$ cat src/rtl/reg_file_mp.sv
// Multi-port register file: NUM_RD registered read ports, two prioritised write ports,
// and a one-register-per-cycle clear sweep after reset with a busy flag.
module reg_file_mp #(
  parameter int DATA_W   = 32,
  parameter int ADDR_W   = 5,
  parameter int NUM_RD   = 2,
  parameter int ZERO_REG = 1
) (
  input  logic                       clk,
  input  logic                       rst,
  input  logic                       we0,
  input  logic [ADDR_W-1:0]          waddr0,
  input  logic [DATA_W-1:0]          wdata0,
  input  logic                       we1,
  input  logic [ADDR_W-1:0]          waddr1,
  input  logic [DATA_W-1:0]          wdata1,
  input  logic [NUM_RD*ADDR_W-1:0]   raddr,
  output logic [NUM_RD*DATA_W-1:0]   rdata,
  output logic                       busy
);

  localparam int DEPTH = 1 << ADDR_W;
  localparam logic [ADDR_W-1:0] LAST_ADDR = '1;
  localparam logic ZR = (ZERO_REG != 0);

  typedef enum logic {ST_CLEAR = 1'b0, ST_READY = 1'b1} state_t;

  state_t                     r_state;
  state_t                     w_state_nxt;
  logic [ADDR_W-1:0]          r_ptr;
  logic [ADDR_W-1:0]          w_ptr_nxt;
  logic                       r_busy;
  logic [NUM_RD*DATA_W-1:0]   r_rdata;
  logic [NUM_RD*DATA_W-1:0]   w_rdata_nxt;
  logic [DATA_W-1:0]          r_regs [DEPTH];
  logic                       w_clr_en;
  logic                       w_ready;
  logic                       w_wr0;
  logic                       w_wr1;
  logic [ADDR_W-1:0]          w_ra;

  // Writes to register 0 vanish entirely when it is hardwired, including for bypass.
  assign w_wr0 = we0 && w_ready && !(ZR && (waddr0 == {ADDR_W{1'b0}}));
  assign w_wr1 = we1 && w_ready && !(ZR && (waddr1 == {ADDR_W{1'b0}}));

  // State register: sweep pointer, state and busy flag.
  always_ff @(posedge clk) begin
    if (rst) begin
      r_state <= ST_CLEAR;
      r_ptr   <= {ADDR_W{1'b0}};
      r_busy  <= 1'b1;
    end else begin
      r_state <= w_state_nxt;
      r_ptr   <= w_ptr_nxt;
      r_busy  <= (w_state_nxt == ST_CLEAR);
    end
  end

  // Next-state logic: walk the pointer once over the array, then settle in READY.
  always_comb begin
    w_state_nxt = r_state;
    w_ptr_nxt   = r_ptr;
    case (r_state)
      ST_CLEAR: begin
        w_ptr_nxt = r_ptr + {{(ADDR_W-1){1'b0}}, 1'b1};
        if (r_ptr == LAST_ADDR) begin
          w_state_nxt = ST_READY;
        end else begin
          w_state_nxt = ST_CLEAR;
        end
      end
      ST_READY: begin
        w_state_nxt = ST_READY;
      end
      default: begin
        w_state_nxt = ST_CLEAR;
        w_ptr_nxt   = {ADDR_W{1'b0}};
      end
    endcase
  end

  // Output decode of the state.
  always_comb begin
    case (r_state)
      ST_CLEAR: begin
        w_clr_en = 1'b1;
        w_ready  = 1'b0;
      end
      ST_READY: begin
        w_clr_en = 1'b0;
        w_ready  = 1'b1;
      end
      default: begin
        w_clr_en = 1'b0;
        w_ready  = 1'b0;
      end
    endcase
  end

  // Array update; port 1 is written last so it wins an address collision.
  always_ff @(posedge clk) begin
    if (!rst && w_clr_en) begin
      r_regs[r_ptr] <= {DATA_W{1'b0}};
    end else if (!rst) begin
      if (w_wr0) begin
        r_regs[waddr0] <= wdata0;
      end
      if (w_wr1) begin
        r_regs[waddr1] <= wdata1;
      end
    end
  end

  // Per-port read mux with zero-register, write-port bypass and array fallback.
  always_comb begin
    w_rdata_nxt = {(NUM_RD*DATA_W){1'b0}};
    w_ra        = {ADDR_W{1'b0}};
    for (int i = 0; i < NUM_RD; i++) begin
      w_ra = raddr[i*ADDR_W +: ADDR_W];
      if (!w_ready) begin
        w_rdata_nxt[i*DATA_W +: DATA_W] = {DATA_W{1'b0}};
      end else if (ZR && (w_ra == {ADDR_W{1'b0}})) begin
        w_rdata_nxt[i*DATA_W +: DATA_W] = {DATA_W{1'b0}};
      end else if (w_wr1 && (waddr1 == w_ra)) begin
        w_rdata_nxt[i*DATA_W +: DATA_W] = wdata1;
      end else if (w_wr0 && (waddr0 == w_ra)) begin
        w_rdata_nxt[i*DATA_W +: DATA_W] = wdata0;
      end else begin
        w_rdata_nxt[i*DATA_W +: DATA_W] = r_regs[w_ra];
      end
    end
  end

  // Read data register.
  always_ff @(posedge clk) begin
    if (rst) begin
      r_rdata <= {(NUM_RD*DATA_W){1'b0}};
    end else begin
      r_rdata <= w_rdata_nxt;
    end
  end

  assign rdata = r_rdata;
  assign busy  = r_busy;

endmodule

$ cat config.mk
export PLATFORM = sky130hd
export DESIGN_NAME = reg_file_mp
export DESIGN_NICKNAME = d
export VERILOG_FILES = /design/src/rtl/reg_file_mp.sv
export SDC_FILE = /design/constraint.sdc
export NUM_CORES = 2
export LEC_CHECK = 0
export CAP_MARGIN = 30
export CELL_PAD_IN_SITES_DETAIL_PLACEMENT = 1
export CELL_PAD_IN_SITES_GLOBAL_PLACEMENT = 2
export CORE_UTILIZATION = 46
export DETAILED_ROUTE_END_ITERATION = 12
export GPL_TIMING_DRIVEN = 0
export PLACE_DENSITY_LB_ADDON = 0.1
export SLEW_MARGIN = 20
export SYNTH_ARGS = -nofsm -noshare
export SYNTH_HDL_FRONTEND = slang
export SYNTH_SLANG_ARGS = --single-unit
export TNS_END_PERCENT = 50
$ cat constraint.sdc
create_clock -name clk -period 6.8 [get_ports clk]
set_clock_uncertainty 0.05 [all_clocks]
set_input_delay 1.36 -clock clk [delete_from_list [all_inputs] [get_ports clk]]
set_output_delay 1.36 -clock clk [all_outputs]
set_load 0.03 [all_outputs]
* Word-level counts from Yosys, hierarchy flattened
Memories as Yosys holds them, arrays and structs flattened. A register that Yosys moved wholly into a read port is not among the register bits.
Cells that the tools add are included.
** Cells by class
- Add/sub/neg operators :: 1
- Equal/unequal tests :: 1
- Muxes and demuxes :: 17
- Bitwise logic cells :: 3
- Reduce and logical (&&, ||, !) cells :: 15
** Operator list (count)
- 32-bit 2-to-1 mux :: 1
- 32-bit OR reduction :: 1
- 5-bit logical NOT :: 4
- 1-bit 2-to-1 mux :: 12
- 1-bit case mux with 2 select lines :: 3
- 3-bit OR reduction :: 2
- 5-bit by 1-bit adder with 5-bit output, second input constant :: 1
- 5-bit == test, second input constant :: 1
- 1-bit logical AND :: 5
- 5-bit 2-to-1 mux :: 1
- 1-bit logical NOT :: 3
- 1-bit NOT :: 3
** Word-level totals
- Register bits after elaboration :: 7
- RAM bits :: 1024
- Bits of input ports :: 88
- Output and inout bits :: 65
- Logic and storage cells :: 41
- Memories :: 1
** Memory list
- r_regs :: depth 32, width 32, read ports 2, clocked after memory_dff 2, wr ports 2, line 35 : logic [DATA_W-1:0] r_regs [DEPTH];

* Logic depth before layout (Yosys ltp)
- Depth in word-level cells :: 10
- Gate-level depth with buffers :: 11

* Least setup slack after synthesis
No wires, ideal clock.
- Kind :: input port to flip-flop
- Start :: input rst
- End :: memory r_regs[1][0], enable pin
- Data arrival time :: 4.228 ns
- Required time :: 6.317 ns
- Slack :: 2.089 ns
- Stages :: 7
- Cells stage by stage :: buf_6 nand3b_4 a21oi_1 clkbuf_1 o22a_1 nand2_1 o22ai_1
** RTL lines
- start, declared :: line 10 : input logic rst,
- end, declared :: line 35

* Worst setup path after layout
- Start :: input raddr[6]
- End :: register r_rdata[61] (netlist: rdata[61]), read port of r_regs
** Between the ends
- Word-level cells in the longest chain between the ends :: 2
** RTL lines
- start, declared :: line 17 : input logic [NUM_RD*ADDR_W-1:0] raddr,
- 5-bit logical NOT :: line 122 : end else if (ZR && (w_ra == {ADDR_W{1'b0}})) begin
- 3-bit OR reduction (no source line)
- end, declared :: line 33 : logic [NUM_RD*DATA_W-1:0] r_rdata;
Several ways; a longest one is shown, not always the timed one.
A chain may end at the register's enable or synchronous reset.

==> flow_summary.rst <==
.. list-table::
   :header-rows: 1

   * - Metric
     - Value
   * - Yosys reg bits
     - 1095
   * - Area leader, netlist
     - edfxtp_1
   * - CTS Hold Bufs
     - 0
   * - Post-Syn Instances
     - 5597
   * - Synthesis Warnings
     - 0
   * - Total power
     - 16.46 mW
   * - Total core area
     - 132100 um2
   * - Most common cell in the netlist
     - nand2_1
   * - Power density over the cells
     - roughly 230 nW/um2
   * - Effective utilization at floorplan
     - 46.62%
   * - Via count
     - about 60000
   * - Min Clock Period, post-route
     - 6.323 ns
   * - Vert. Die Dim
     - 367.9 um
   * - CP Launch Type
     - input pin
   * - Met2 usage in global routing
     - 77.61%
   * - Final weighted congestion in routability-driven placement
     - 1.104
   * - Least-Margin Pin Slew
     - 1.211 ns
   * - Total Neg Setup Slack
     - 0 ns
   * - Fin util
     - between 50 and 60%
   * - Net Count, Synth
     - 5687
   * - Synthesis-to-layout area growth
     - 17.78%
   * - Worst-path clk slew
     - around 0.070 ns
   * - Ratio of routed vias to standard cells
     - roughly 7.6
   * - Nets
     - 6082
   * - Wire length per cell after detailed routing
     - 49.22 um
   * - Min-delay worst type
     - reg -> reg
   * - Post-DRT Antenna Nets
     - 0
   * - Sequential fraction of the synthesis area
     - between 50 and 60%
   * - Async set-or-reset flop fraction in the synthesized netlist
     - 0%
   * - Ratio of cells with drive above 1 in the final layout
     - about 14%
   * - Standard-cell row count
     - 133
   * - GR met1 Demand/Resource
     - 62.71%
   * - Placed Instance Area
     - 68010 um2
   * - Type of the setup path with the least slack
     - in -> reg
   * - Final number of max-transition violations
     - 0
   * - Leak pwr
     - 22.67 nW
   * - Largest net degree at the start of global routing
     - 22
   * - Number of top-level pins
     - 153
   * - First-pass GRT wire length
     - 507.6 mm
   * - Req. time, crit path
     - around 7.4 ns
   * - EDFF count, synth
     - slightly above 1000
   * - CTS tree
     - yes
   * - Post-Route Hold Slack
     - 0.5952 ns
   * - Setup crit end kind
     - flip-flop
   * - Worst EP arrival
     - just under 7 ns
   * - H-tree level count
     - 4
   * - CTS Buf Count
     - 130
   * - Longest Clk Path Bufs
     - 3
   * - Highest clock frequency the design can meet
     - 158.1 MHz
   * - Final routed DRC violation total
     - 0
   * - Gr busiest metal
     - met2
   * - Total of buffers placed on input and output ports
     - 110
   * - Final std cells w/o fill
     - 7875
   * - Count of max-cap constraint violations
     - 0
   * - Average footprint of a synthesized cell
     - 11.01 um2
   * - Final standard cell area without fillers
     - approximately 73000 um2
   * - Status
     - complete, no violations
   * - Leftover overflow at the end of global routing
     - 0
   * - Worst IR Drop VDD
     - approximately 280 uV
   * - Setup repair after global routing missed its margin
     - no
   * - Vias in the first global route
     - between 50000 and 60000
   * - Proportion of netlist area held by the largest area contributor
     - 49.92%
   * - Synthesized cell area
     - 61600 um2
   * - Final cycle utilization of the critical path
     - 92.99%
   * - Register-to-Register Path Depth
     - 7
   * - Die W
     - 367.9 um
   * - Max FO, Critical Path
     - 10
   * - Grt met3 use
     - 24.60%
   * - Final setup margin
     - between 0.4 and 0.5 ns
   * - Number of detailed-routing iterations run before antenna repair
     - 7
   * - Root Buffer Master
     - clkbuf_16
   * - Total routing usage reported by global routing
     - about 56%
   * - Worst rel slew slack
     - 19.28%
   * - HPWL Detailed
     - approximately 290 mm
   * - Post-cts resize count
     - 0
   * - Most common flop cell mapped by yosys
     - edfxtp_1
   * - Number of buffers inserted to repair setup after CTS
     - 0
   * - Sink Count
     - between 1000 and 1500
   * - Post-placement cell count
     - 7588
   * - Count of endpoints failing setup in the final report
     - 0
   * - Sum of routed wire length over all layers
     - 387.6 mm
   * - Post-synth cell types
     - 55
   * - Clock latency on the worst-skew pair
     - 0.85 ns
   * - Most frequent cells after synthesis
     - nand2_1, edfxtp_1, o21ai_0
   * - Largest cells by area after synthesis
     - edfxtp_1, mux4_2, o21ai_0
   * - Starting DRC count in detailed routing
     - 10910
   * - Area enclosed by the die boundary
     - 135400 um2
   * - Initial antenna violation count
     - 27
   * - Count of final hold-check violations
     - 0
   * - Worst hold path depth
     - 3
   * - Place WS
     - 0.1513 ns
## critical path, cell delays in order
cell             delay (ns)
clkdlybuf4s50_1        0.51
clkbuf_2               0.42
buf_16                 0.23
clkbuf_1               0.59
buf_2                  0.71
buf_2                  0.74
mux4_2                 0.40
a22oi_1                0.57
nand3_1                0.32
a21oi_1                0.56
o21ai_0                0.39
## where the power goes
part	internal [mW]	switching, mW
Sequential	7.31	0.0288
Combinational	0.480	1.43
Clock	4.01	3.21
## state kept, by name (all words and copies together) (netlist names)
| signal | cells |
|---|---|
| r_state | 1 |
| rdata | 64 |
| r_regs | 1024 |
| r_ptr | 5 |
| busy | 1 |
## metal layers
metal  share of wire [%]  up-vias  wire [um]
met5                0.14        -        558
li1                    -    22010          -
met1                  31    30210     121900
met3                  15     1800      58170
met4                  13       16      50170
met2                  40     6083     156700
## final timing paths
kind	start	end	slack [ns]
setup reg to reg	r_state$_SDFF_PP0_	r_regs[26][19]$_DFFE_PP_	2.32
hold reg to reg	r_ptr[4]$_SDFFE_PP0N_	r_ptr[4]$_SDFFE_PP0N_	0.60
hold / removal	r_ptr[4]$_SDFFE_PP0N_	r_ptr[4]$_SDFFE_PP0N_	0.60
setup / recovery	raddr[6]	rdata[61]$_SDFF_PP0_	0.48
## cells in the final DEF, fill, tap and decap left out, types with 12 or more instances in the layout
cell             count
o31ai_1             26
a22o_1              62
nor2_1              46
buf_2              102
a31oi_1             77
clkbuf_1           546
o21ai_0           1001
dfxtp_1             71
clkinv_2            18
buf_8               13
a22oi_1            302
nand4_1             42
nand3_1            104
diode_2             25
buf_12              12
o211ai_1            27
clkbuf_2            53
buf_6               36
clkdlybuf4s50_1    109
clkinv_1            22
a21oi_1             15
a32o_1              39
inv_1               38
buf_16              63
buf_4               38
edfxtp_1          1024
mux4_2             276
clkbuf_16          137
mux2i_1            474
o21ai_1             21
o22ai_4             31
nand2_1           1097
## cell type report
| cell class | count | area, um2 |
|---|---|---|
| fillers | 13880 | 59580 |
| flip-flops and latches | 1095 | 32170 |
| multi-input cells | 3777 | 27080 |
| repair buffers | 263 | 3879 |
| clock buffers | 169 | 3548 |
| plain buffers | 687 | 2836 |
| well taps | 1755 | 2196 |
| clock inverters | 66 | 626.9 |
| inverters | 38 | 142.6 |
| diodes | 25 | 62.56 |
## cells by family (layout without fill, tap and decap cells)
group | count (synthesis) | count (layout) | synth area share (%)
adder cells (fa/ha/maj) | 2 | 2 | 0.04062
multiplexers | 750 | 750 | 17.79
AND/OR/NAND/NOR | 1368 | 1368 | 9.088
XOR/XNOR | 16 | 16 | 0.2275
other | 0 | 25 | 0
buffers and inverters | 725 | 1223 | 4.680
AO/OA/AOI/OAI | 1641 | 1641 | 15.94
flip-flops | 1095 | 1095 | 52.23
Note: power is estimated with default switching activity, not from simulation.
